===== src/rtl/ym_sched_pkg.sv =====
// Shared types and constants for the YM2151 write scheduler.
package ym_sched_pkg;

    typedef enum logic [2:0] {
        ST_IDLE,
        ST_A_SETUP,
        ST_A_STB,
        ST_GAP,
        ST_D_SETUP,
        ST_D_STB,
        ST_BUSY
    } sched_state_e;

    localparam logic CS_IDLE = 1'b1;
    localparam logic WR_IDLE = 1'b1;

    localparam int DEF_FIFO_DEPTH = 4;
    localparam int DEF_SETUP_PM   = 1;
    localparam int DEF_STROBE_PM  = 2;
    localparam int DEF_GAP_PM     = 2;
    localparam int DEF_BUSY_PM    = 68;

    // Wide enough for the longest phase (BUSY_PM up to 255).
    localparam int TICK_W = 8;

endpackage


===== src/rtl/ym_sched_fifo.sv =====
// Synchronous FIFO holding {addr,data} write pairs; flush empties it on the same edge.
module ym_sched_fifo #(
    parameter int DEPTH = 4,
    parameter int WIDTH = 16
) (
    input  logic                     clk,
    input  logic                     rst_n,
    input  logic                     push,
    input  logic                     pop,
    input  logic                     flush,
    input  logic [WIDTH-1:0]         wdata,
    output logic [WIDTH-1:0]         rdata,
    output logic                     full,
    output logic                     empty,
    output logic [$clog2(DEPTH):0]   count
);

    localparam int AW = $clog2(DEPTH);
    localparam int CW = AW + 1;

    logic [WIDTH-1:0] mem [DEPTH];
    logic [AW-1:0]    wr_ptr;
    logic [AW-1:0]    rd_ptr;
    logic [CW-1:0]    cnt;
    logic             do_push;
    logic             do_pop;

    assign full    = (cnt == CW'(DEPTH));
    assign empty   = (cnt == '0);
    assign count   = cnt;
    assign rdata   = mem[rd_ptr];
    assign do_push = push & ~full;
    assign do_pop  = pop & ~empty;

    always_ff @(posedge clk or negedge rst_n) begin
        if (!rst_n) begin
            wr_ptr <= '0;
            rd_ptr <= '0;
            cnt    <= '0;
        end else if (flush) begin
            wr_ptr <= '0;
            rd_ptr <= '0;
            cnt    <= '0;
        end else begin
            if (do_push) wr_ptr <= wr_ptr + AW'(1);
            if (do_pop)  rd_ptr <= rd_ptr + AW'(1);
            case ({do_push, do_pop})
                2'b10:   cnt <= cnt + CW'(1);
                2'b01:   cnt <= cnt - CW'(1);
                default: cnt <= cnt;
            endcase
        end
    end

    always_ff @(posedge clk) begin
        if (do_push && !flush) mem[wr_ptr] <= wdata;
    end

endmodule


===== src/rtl/ym_write_sched.sv =====
// Replays buffered host writes onto the YM2151 bus, paced by ym_pm ticks.
// Optional write counter output enabled by defining YM_WRITE_SCHED_CNT_EN.
module ym_write_sched
    import ym_sched_pkg::*;
#(
    parameter int FIFO_DEPTH = DEF_FIFO_DEPTH,
    parameter int SETUP_PM   = DEF_SETUP_PM,
    parameter int STROBE_PM  = DEF_STROBE_PM,
    parameter int GAP_PM     = DEF_GAP_PM,
    parameter int BUSY_PM    = DEF_BUSY_PM
) (
    input  logic                          clk,
    input  logic                          rst_n,
    input  logic                          ym_pm,
    input  logic                          flush,
    input  logic                          req_valid,
    output logic                          req_ready,
    input  logic [7:0]                    req_addr,
    input  logic [7:0]                    req_data,
    output logic                          ym_cs_n,
    output logic                          ym_wr_n,
    output logic                          ym_a0,
    output logic [7:0]                    ym_dout,
    output logic                          busy,
    output logic [$clog2(FIFO_DEPTH):0]   pending
`ifdef YM_WRITE_SCHED_CNT_EN
    ,
    output logic [15:0]                   wr_count
`endif
);

    localparam logic [TICK_W-1:0] SETUP_L  = TICK_W'(SETUP_PM);
    localparam logic [TICK_W-1:0] STROBE_L = TICK_W'(STROBE_PM);
    localparam logic [TICK_W-1:0] GAP_L    = TICK_W'(GAP_PM);
    localparam logic [TICK_W-1:0] BUSY_L   = TICK_W'(BUSY_PM);

    sched_state_e      state, state_nxt;
    logic [TICK_W-1:0] cnt, cnt_nxt;
    logic              cs_q, cs_nxt;
    logic              wr_q, wr_nxt;
    logic              a0_q, a0_nxt;
    logic [7:0]        dout_q, dout_nxt;
    logic [7:0]        data_q, data_nxt;
    logic              ym_pm_d;
    logic              pm_tick;
    logic              pop;
    logic              fifo_full;
    logic              fifo_empty;
    logic [15:0]       fifo_rdata;

    // req_valid/req_ready: a write is taken on every clk where both are high;
    // req_ready never looks at req_valid and drops while flush is asserted.
    assign req_ready = ~fifo_full & ~flush;
    assign pm_tick   = ym_pm & ~ym_pm_d;

    ym_sched_fifo #(
        .DEPTH (FIFO_DEPTH),
        .WIDTH (16)
    ) u_fifo (
        .clk   (clk),
        .rst_n (rst_n),
        .push  (req_valid & req_ready),
        .pop   (pop),
        .flush (flush),
        .wdata ({req_addr, req_data}),
        .rdata (fifo_rdata),
        .full  (fifo_full),
        .empty (fifo_empty),
        .count (pending)
    );

    always_ff @(posedge clk or negedge rst_n) begin
        if (!rst_n) begin
            ym_pm_d <= 1'b0;
            state   <= ST_IDLE;
            cnt     <= '0;
            cs_q    <= CS_IDLE;
            wr_q    <= WR_IDLE;
            a0_q    <= 1'b0;
            dout_q  <= '0;
            data_q  <= '0;
        end else begin
            ym_pm_d <= ym_pm;
            state   <= state_nxt;
            cnt     <= cnt_nxt;
            cs_q    <= cs_nxt;
            wr_q    <= wr_nxt;
            a0_q    <= a0_nxt;
            dout_q  <= dout_nxt;
            data_q  <= data_nxt;
        end
    end

    // Each phase reloads cnt on entry and leaves on the tick that finds cnt at 1.
    always_comb begin
        state_nxt = state;
        cnt_nxt   = cnt;
        cs_nxt    = cs_q;
        wr_nxt    = wr_q;
        a0_nxt    = a0_q;
        dout_nxt  = dout_q;
        data_nxt  = data_q;
        pop       = 1'b0;
        if (pm_tick) begin
            if (state == ST_IDLE) begin
                if (!fifo_empty) begin
                    pop       = 1'b1;
                    cs_nxt    = 1'b0;
                    wr_nxt    = WR_IDLE;
                    a0_nxt    = 1'b0;
                    dout_nxt  = fifo_rdata[15:8];
                    data_nxt  = fifo_rdata[7:0];
                    state_nxt = ST_A_SETUP;
                    cnt_nxt   = SETUP_L;
                end
            end else if (cnt > TICK_W'(1)) begin
                cnt_nxt = cnt - TICK_W'(1);
            end else begin
                case (state)
                    ST_A_SETUP: begin
                        wr_nxt    = 1'b0;
                        state_nxt = ST_A_STB;
                        cnt_nxt   = STROBE_L;
                    end
                    ST_A_STB: begin
                        wr_nxt    = WR_IDLE;
                        cs_nxt    = CS_IDLE;
                        state_nxt = ST_GAP;
                        cnt_nxt   = GAP_L;
                    end
                    ST_GAP: begin
                        cs_nxt    = 1'b0;
                        a0_nxt    = 1'b1;
                        dout_nxt  = data_q;
                        state_nxt = ST_D_SETUP;
                        cnt_nxt   = SETUP_L;
                    end
                    ST_D_SETUP: begin
                        wr_nxt    = 1'b0;
                        state_nxt = ST_D_STB;
                        cnt_nxt   = STROBE_L;
                    end
                    ST_D_STB: begin
                        wr_nxt    = WR_IDLE;
                        cs_nxt    = CS_IDLE;
                        state_nxt = ST_BUSY;
                        cnt_nxt   = BUSY_L;
                    end
                    default: begin
                        state_nxt = ST_IDLE;
                        cnt_nxt   = '0;
                    end
                endcase
            end
        end
    end

    assign ym_cs_n = cs_q;
    assign ym_wr_n = wr_q;
    assign ym_a0   = a0_q;
    assign ym_dout = dout_q;
    assign busy    = (state != ST_IDLE);

`ifdef YM_WRITE_SCHED_CNT_EN
    always_ff @(posedge clk or negedge rst_n) begin
        if (!rst_n) begin
            wr_count <= '0;
        end else if (pm_tick && state == ST_D_STB && cnt <= TICK_W'(1)) begin
            wr_count <= wr_count + 16'd1;
        end
    end
`endif

endmodule


===== config.mk =====
export PLATFORM = sky130hd
export DESIGN_NAME = ym_write_sched
export DESIGN_NICKNAME = d
export VERILOG_FILES = /design/src/rtl/ym_sched_pkg.sv /design/src/rtl/ym_sched_fifo.sv /design/src/rtl/ym_write_sched.sv
export SDC_FILE = /design/constraint.sdc
export NUM_CORES = 1
export LEC_CHECK = 0
export CAP_MARGIN = 20
export CORE_UTILIZATION = 50
export DETAILED_ROUTE_END_ITERATION = 16
export PLACE_DENSITY = 0.7
export SETUP_SLACK_MARGIN = 0.2
export SLEW_MARGIN = 20
export SYNTH_ARGS = -nofsm -noshare
export SYNTH_HDL_FRONTEND = slang
export SYNTH_SLANG_ARGS = --single-unit

===== constraint.sdc =====
create_clock -name clk -period 2.85 [get_ports clk]
set_clock_uncertainty 0.2 [all_clocks]
set_input_delay 0.285 -clock clk [delete_from_list [all_inputs] [get_ports clk]]
set_output_delay 0.285 -clock clk [all_outputs]
set_load 0.05 [all_outputs]

## Word level (Yosys, flattened, before mapping)

Memory sizes are Yosys's and may differ from the RTL's.
Cells that the tools add are included.

| cells by class | value |
|---|---|
| add/sub/neg operators | 5 |
| multipliers | 0 |
| divide/modulo/power cells | 0 |
| magnitude comparators | 1 |
| equal/unequal tests | 10 |
| shift operators | 0 |
| muxes and demuxes | 34 |
| bitwise operators | 9 |
| reductions and logical operators | 20 |

Operator list:

| cell | count |
|---|---|
| 2-to-1 mux 8 bit | 7 |
| case mux 7 bit (3 select lines) | 1 |
| case mux 3 bit (5 select lines) | 1 |
| 2-to-1 mux 1 bit | 14 |
| 2-to-1 mux 3 bit | 4 |
| AND reduction 4 bit | 3 |
| nonzero test 3 bit | 4 |
| == test 3 bit, second input constant | 3 |
| greater-than comparator 8 x 1 -> 1 bit, second input constant | 1 |
| 2-to-1 mux 2 bit | 4 |
| subtractor 8 x 1 -> 8 bit, second input constant | 1 |
| == test 3 x 2 -> 1 bit, second input constant | 2 |
| zero test 3 bit | 2 |
| case mux 3 bit (2 select lines) | 1 |
| AND reduction 3 bit | 2 |
| nonzero test 2 bit | 3 |
| bitwise AND 1 bit | 5 |
| adder 2 x 1 -> 2 bit, second input constant | 2 |
| != test 2 bit, second input constant | 2 |
| NOT 1 bit | 4 |
| case mux 1 bit (2 select lines) | 2 |
| OR reduction 2 bit | 2 |
| adder 3 x 1 -> 3 bit, second input constant | 1 |
| == test 3 x 1 -> 1 bit, second input constant | 1 |
| 7 further kinds | 7 |

| storage, ports and cells | value |
|---|---|
| bits in registers | 38 |
| latch bits | 0 |
| bits in writable memories | 64 |
| memory bits (read-only) | 0 |
| bits of input ports | 21 |
| output and inout bits | 16 |
| logic and storage cells | 91 |
| memories kept | 1 |

Memories:

| memory | words | bits a word | rd ports | clocked after Yosys merged registers in | write ports | RTL line | text |
|---|---|---|---|---|---|---|---|
| u_fifo.mem | 4 | 16 | 1 | 0 | 1 | ym_sched_fifo.sv:21 | `logic [WIDTH-1:0] mem [DEPTH];` |

## Depth between registers and ports, before layout

| depth | value |
|---|---|
| word-level depth | 8 |
| depth in mapped cells | 8 |
| depth with buffers taken out | 8 |

## Hierarchy

From an unflattened synthesis, not the netlist that was laid out.

| second synthesis, totals | value |
|---|---|
| cell total of the unflattened synthesis | 311 |
| area total of the unflattened synthesis | 4469.3 µm² |

By module, submodules not included:

| module | times used | cells each | area each (µm²) | seq. area each (µm²) |
|---|---|---|---|---|
| ym_sched_fifo | 1 | 148 | 2859.0 | 2097.0 |
| ym_write_sched | 1 | 163 | 1610.3 | 778.2 |

## Worst setup path after synthesis

No wires, ideal clock.

| timing path | value |
|---|---|
| kind | reg2reg |
| start point | register u_fifo.cnt[0] (netlist: u_fifo.count[0]) |
| end point | register u_fifo.cnt[2] (netlist: u_fifo.count[2]) |
| arrival | 2.296 ns |
| required time | 2.525 ns |
| path slack | 0.229 ns |
| cell stages (with the launch flop) | 8 |
| buffers on the path | 0 |
| period minus slack after synthesis | 2.621 ns |
| path through | dfrtp_1 -> nor3_1 -> nor3_4 -> nor2b_1 -> fa_1 -> nand2_1 -> a2bb2oi_1 -> mux2_2 |

| on the way | value |
|---|---|
| cells in the longest elaborated chain, start to end | 8 |
| elaborated cells on any way between the ends | 18 |

RTL lines:

| element | RTL line | text |
|---|---|---|
| start, declared | ym_sched_fifo.sv:24 | `logic [CW-1:0] cnt;` |
| start signal, assigned | ym_sched_fifo.sv:48 | `2'b10: cnt <= cnt + CW'(1);` |
| start signal, assigned | ym_sched_fifo.sv:49 | `2'b01: cnt <= cnt - CW'(1);` |
| start signal, assigned | ym_sched_fifo.sv:50 | `default: cnt <= cnt;` |
| zero test 3 bit or == test 3 bit (tied branches) | ym_sched_fifo.sv:29, ym_sched_fifo.sv:28 |  |
| 2-to-1 mux 1 bit or NOT 1 bit (tied branches) | ym_write_sched.sv:106, ym_sched_fifo.sv:32, ym_write_sched.sv:53 |  |
| 2-to-1 mux 1 bit or bitwise AND 1 bit (tied branches) | ym_write_sched.sv:105, ym_write_sched.sv:53 |  |
| 2-to-1 mux 1 bit or bitwise AND 1 bit (tied branches) | ym_write_sched.sv:104, ym_write_sched.sv:62 |  |
| bitwise AND 1 bit (on tied branches) | ym_sched_fifo.sv:33, ym_sched_fifo.sv:32 |  |
| == test 2 x 1 -> 1 bit or == test 2 bit (tied branches) | ym_sched_fifo.sv:47 | `case ({do_push, do_pop})` |
| case mux 3 bit (2 select lines) | ym_sched_fifo.sv:47 |  |
| 2-to-1 mux 3 bit | ym_sched_fifo.sv:40 | `end else if (flush) begin` |

Several ways; a longest one is shown, not always the timed one.
A chain may end at the register's enable or synchronous reset.

## Worst setup path in the final report

| timing path | value |
|---|---|
| start point | register u_fifo.cnt[2] (netlist: u_fifo.count[2]) |
| end point | register u_fifo.cnt[2] (netlist: u_fifo.count[2]) |

Same word-level chain as after synthesis.

==> results.json <==
{
  "outcome": "finished clean",
  "dieWidth_um": 95.56,
  "crit_path_end": "u_fifo.count[2]",
  "synth_nets": 315,
  "slew_violations": 0,
  "fin_crit_sh_pct": 84.25,
  "grt_pass1_wl_mm": 12.46,
  "dp_slack_ns": 0.2864,
  "first_pass_iters": 4,
  "synth_ff_type": "edfxtp_1",
  "worst_pin_slew_ns": 0.8890,
  "syn2layout_area_growth_pct": 16.50,
  "grtUsageTotal_pct": 18.96,
  "gr-total-overflow": 0,
  "placed_area_um2": 4893,
  "critical_path_class": "flop to flop",
  "io-pin-count": 37,
  "slew_headroom_pct": 40.73,
  "routed_wl_mm": 7.640,
  "synth_top_area_cell": "edfxtp_1",
  "initial_core_util_pct": 52.48,
  "cts.path.max_buffers": 2,
  "maxCapViolCount": 0,
  "crit_path_end_kind": "flop",
  "r2r_start": "u_fifo.count[2]",
  "design_area_um2": 5099,
  "fin_util_pct": 61.13,
  "yosysMostFrequentCell": "edfxtp_1",
  "yosysTopAreaCellShare_pct": 43.91,
  "p_per_area_nw_per_um2": 837.8,
  "clock.fmax_mhz": 416.5,
  "path_clk_slew_ns": 0.10,
  "crit_start": "u_fifo.count[2]",
  "fp.dieH_um": 95.56,
  "rows": 33,
  "core_um2": 8341,
  "timing.rr.end": "u_fifo.count[2]",
  "cts_setup_buffers": 0,
  "ff2ff_path_depth": 7,
  "dp.cells": 429,
  "yosys.cell_types.count": 48,
  "synthCells": 287,
  "synth-seq-cells": 102,
  "tritoncts": "yes",
  "async_reset_ff_share_pct": 37.25,
  "viasPerCell": 5.491,
  "hold_path.class": "input port to flop",
  "cts_inserted_buffers": 9,
  "setup_viol": 0,
  "vias": 2449,
  "ys_seq_area_share_pct": 65.69,
  "crit_arrival_ns": 2.45,
  "drive_above_1_share_pct": 21.11,
  "fill_cells": 636,
  "nNetsFinal": 364,
  "io_buffers": 36,
  "ir_drop_uv": 466.5,
  "synth_edf_count": 64,
  "drt_iter0_markers": 133,
  "cts_root_buffer": "clkbuf_8",
  "cts_num_sinks": 102,
  "netlist_area_um2": 4377,
  "grt_max_degree": 39,
  "final_cells": 446,
  "finalWorstSetupSlack_ns": 0.4490,
  "drc": 0,
  "worstPathRequired_ns": 2.90,
  "path_max_fanout": 6,
  "wl_per_cell_um": 17.13,
  "num_antenna_cells": 0,
  "yosys_warnings": 0,
  "leakagePower_nw": 1.900,
  "clock_latency_ns": 0.35,
  "hold_slack_ns": 0.2176,
  "antenna_found_initial": 0,
  "rsz0062_at_grt": "false",
  "postSynthAreaPerCell_um2": 15.25,
  "htreeDepth": 3,
  "r2r_slack_ns": 0.45,
  "dp_hpwl_mm": 4.919,
  "cp-start-kind": "flop",
  "dieArea_um2": 9132,
  "grt_pass1_vias": 2434,
  "synth_area_leaders": "edfxtp_1 44%, dfrtp_1 21%, mux4_2 8.2%, mux2_2 2.6%, mux2i_1 2.3%",
  "synth_commonest_cells": "64 x edfxtp_1, 36 x dfrtp_1, 18 x nand2_1, 16 x mux4_2, 15 x nor2_1",
  "finalPower_mw": 4.272,
  "tns_ns": 0,
  "gp_congestion": 0.8184,
  "antenna_left": 0,
  "finalCriticalPeriod_ns": 2.401,
  "hold_violations": 0
}
-- worst min-delay path by stage --
stage / start / to / slack (ns) / depth (start not counted)
floorplan: rst_n / cnt[0] / -0.21 / 0
global placement: rst_n / ym_a0 / 0.26 / 1
detailed placement: rst_n / ym_a0 / 0.27 / 1
CTS: ym_pm / ym_pm_d / 0.21 / 1
global route: ym_pm / ym_pm_d / 0.20 / 1
finish: ym_pm / ym_pm_d / 0.22 / 1
-- placed cells by master, fill, tap and decap left out, drive strengths merged, types with 4 or more instances in the layout --
master         instances
a21o                   4
a21oi                  7
a31oi                  4
and2                   5
buf                   16
clkbuf                10
clkdlybuf4s50         34
dfrtp                 36
edfxtp                64
ha                     6
inv                   12
mux2                  11
mux2i                 10
mux4                  16
nand2                 19
nand2b                 5
nor2                  15
nor2b                  8
nor3                   8
o21ai                 14
-- area by class of cell --
type,count,area [um2],share of cell area (%)
sequential,102,2875,56.39
multi-input combinational,165,1408,27.61
timing repair buffer,51,467.9,9.178
tap,105,131.4,2.577
clock buffer,10,127.6,2.503
clock inverter,6,62.56,1.227
inverter,7,26.28,0.5153
-- power by group --
group,internal (mW),total (mW),switching [mW]
logic,0.589,1.43,0.843
clock network,0.345,0.859,0.514
registers,1.82,1.98,0.161
total,2.75,4.27,1.52
-- state kept, by name (all words and copies together), names as in the netlist --
| signal | flops |
|---|---|
| data_q | 8 |
| u_fifo.wr_ptr | 2 |
| state | 3 |
| cnt | 8 |
| ym_pm_d | 1 |
| u_fifo.mem | 64 |
| ym_a0 | 1 |
| ym_cs_n | 1 |
| ym_wr_n | 1 |
| u_fifo.count | 3 |
| ym_dout | 8 |
| u_fifo.rd_ptr | 2 |
-- kinds of logic after synthesis --
| kind of cell | Yosys count | synth area share, % |
|---|---|---|
| flops | 102 | 65.69 |
| simple gates | 75 | 9.491 |
| compound gates | 40 | 5.746 |
| mux | 37 | 13.44 |
| buf+inv | 20 | 2.258 |
| fa+ha+maj | 7 | 2.173 |
| xor+xnor | 6 | 1.201 |
-- worst max-delay path: stages (launching register included) --
cell and delay (ns):
dfrtp_1 0.46, nor3_2 0.35, nor3_4 0.07, nor2b_1 0.16, fa_1 0.40, nand2_1 0.08, a2bb2oi_1 0.21, mux2_2 0.36
-- repair_timing --
action,in CTS,in global routing
endpoints found under the setup margin,0,1
resized for setup,0,1
hold endpoints to repair,36,0
hold buffers,1,0
-- metal layers --
metal	part of all wire [%]	vias up	global-route usage [%]
li1	-	1172	-
met2	51	54	30.48
met4	0.97	0	4.975
met3	3.7	6	5.343
met5	0	-	0
met1	44	1217	25.60
(Power assumes the default switching activity.)
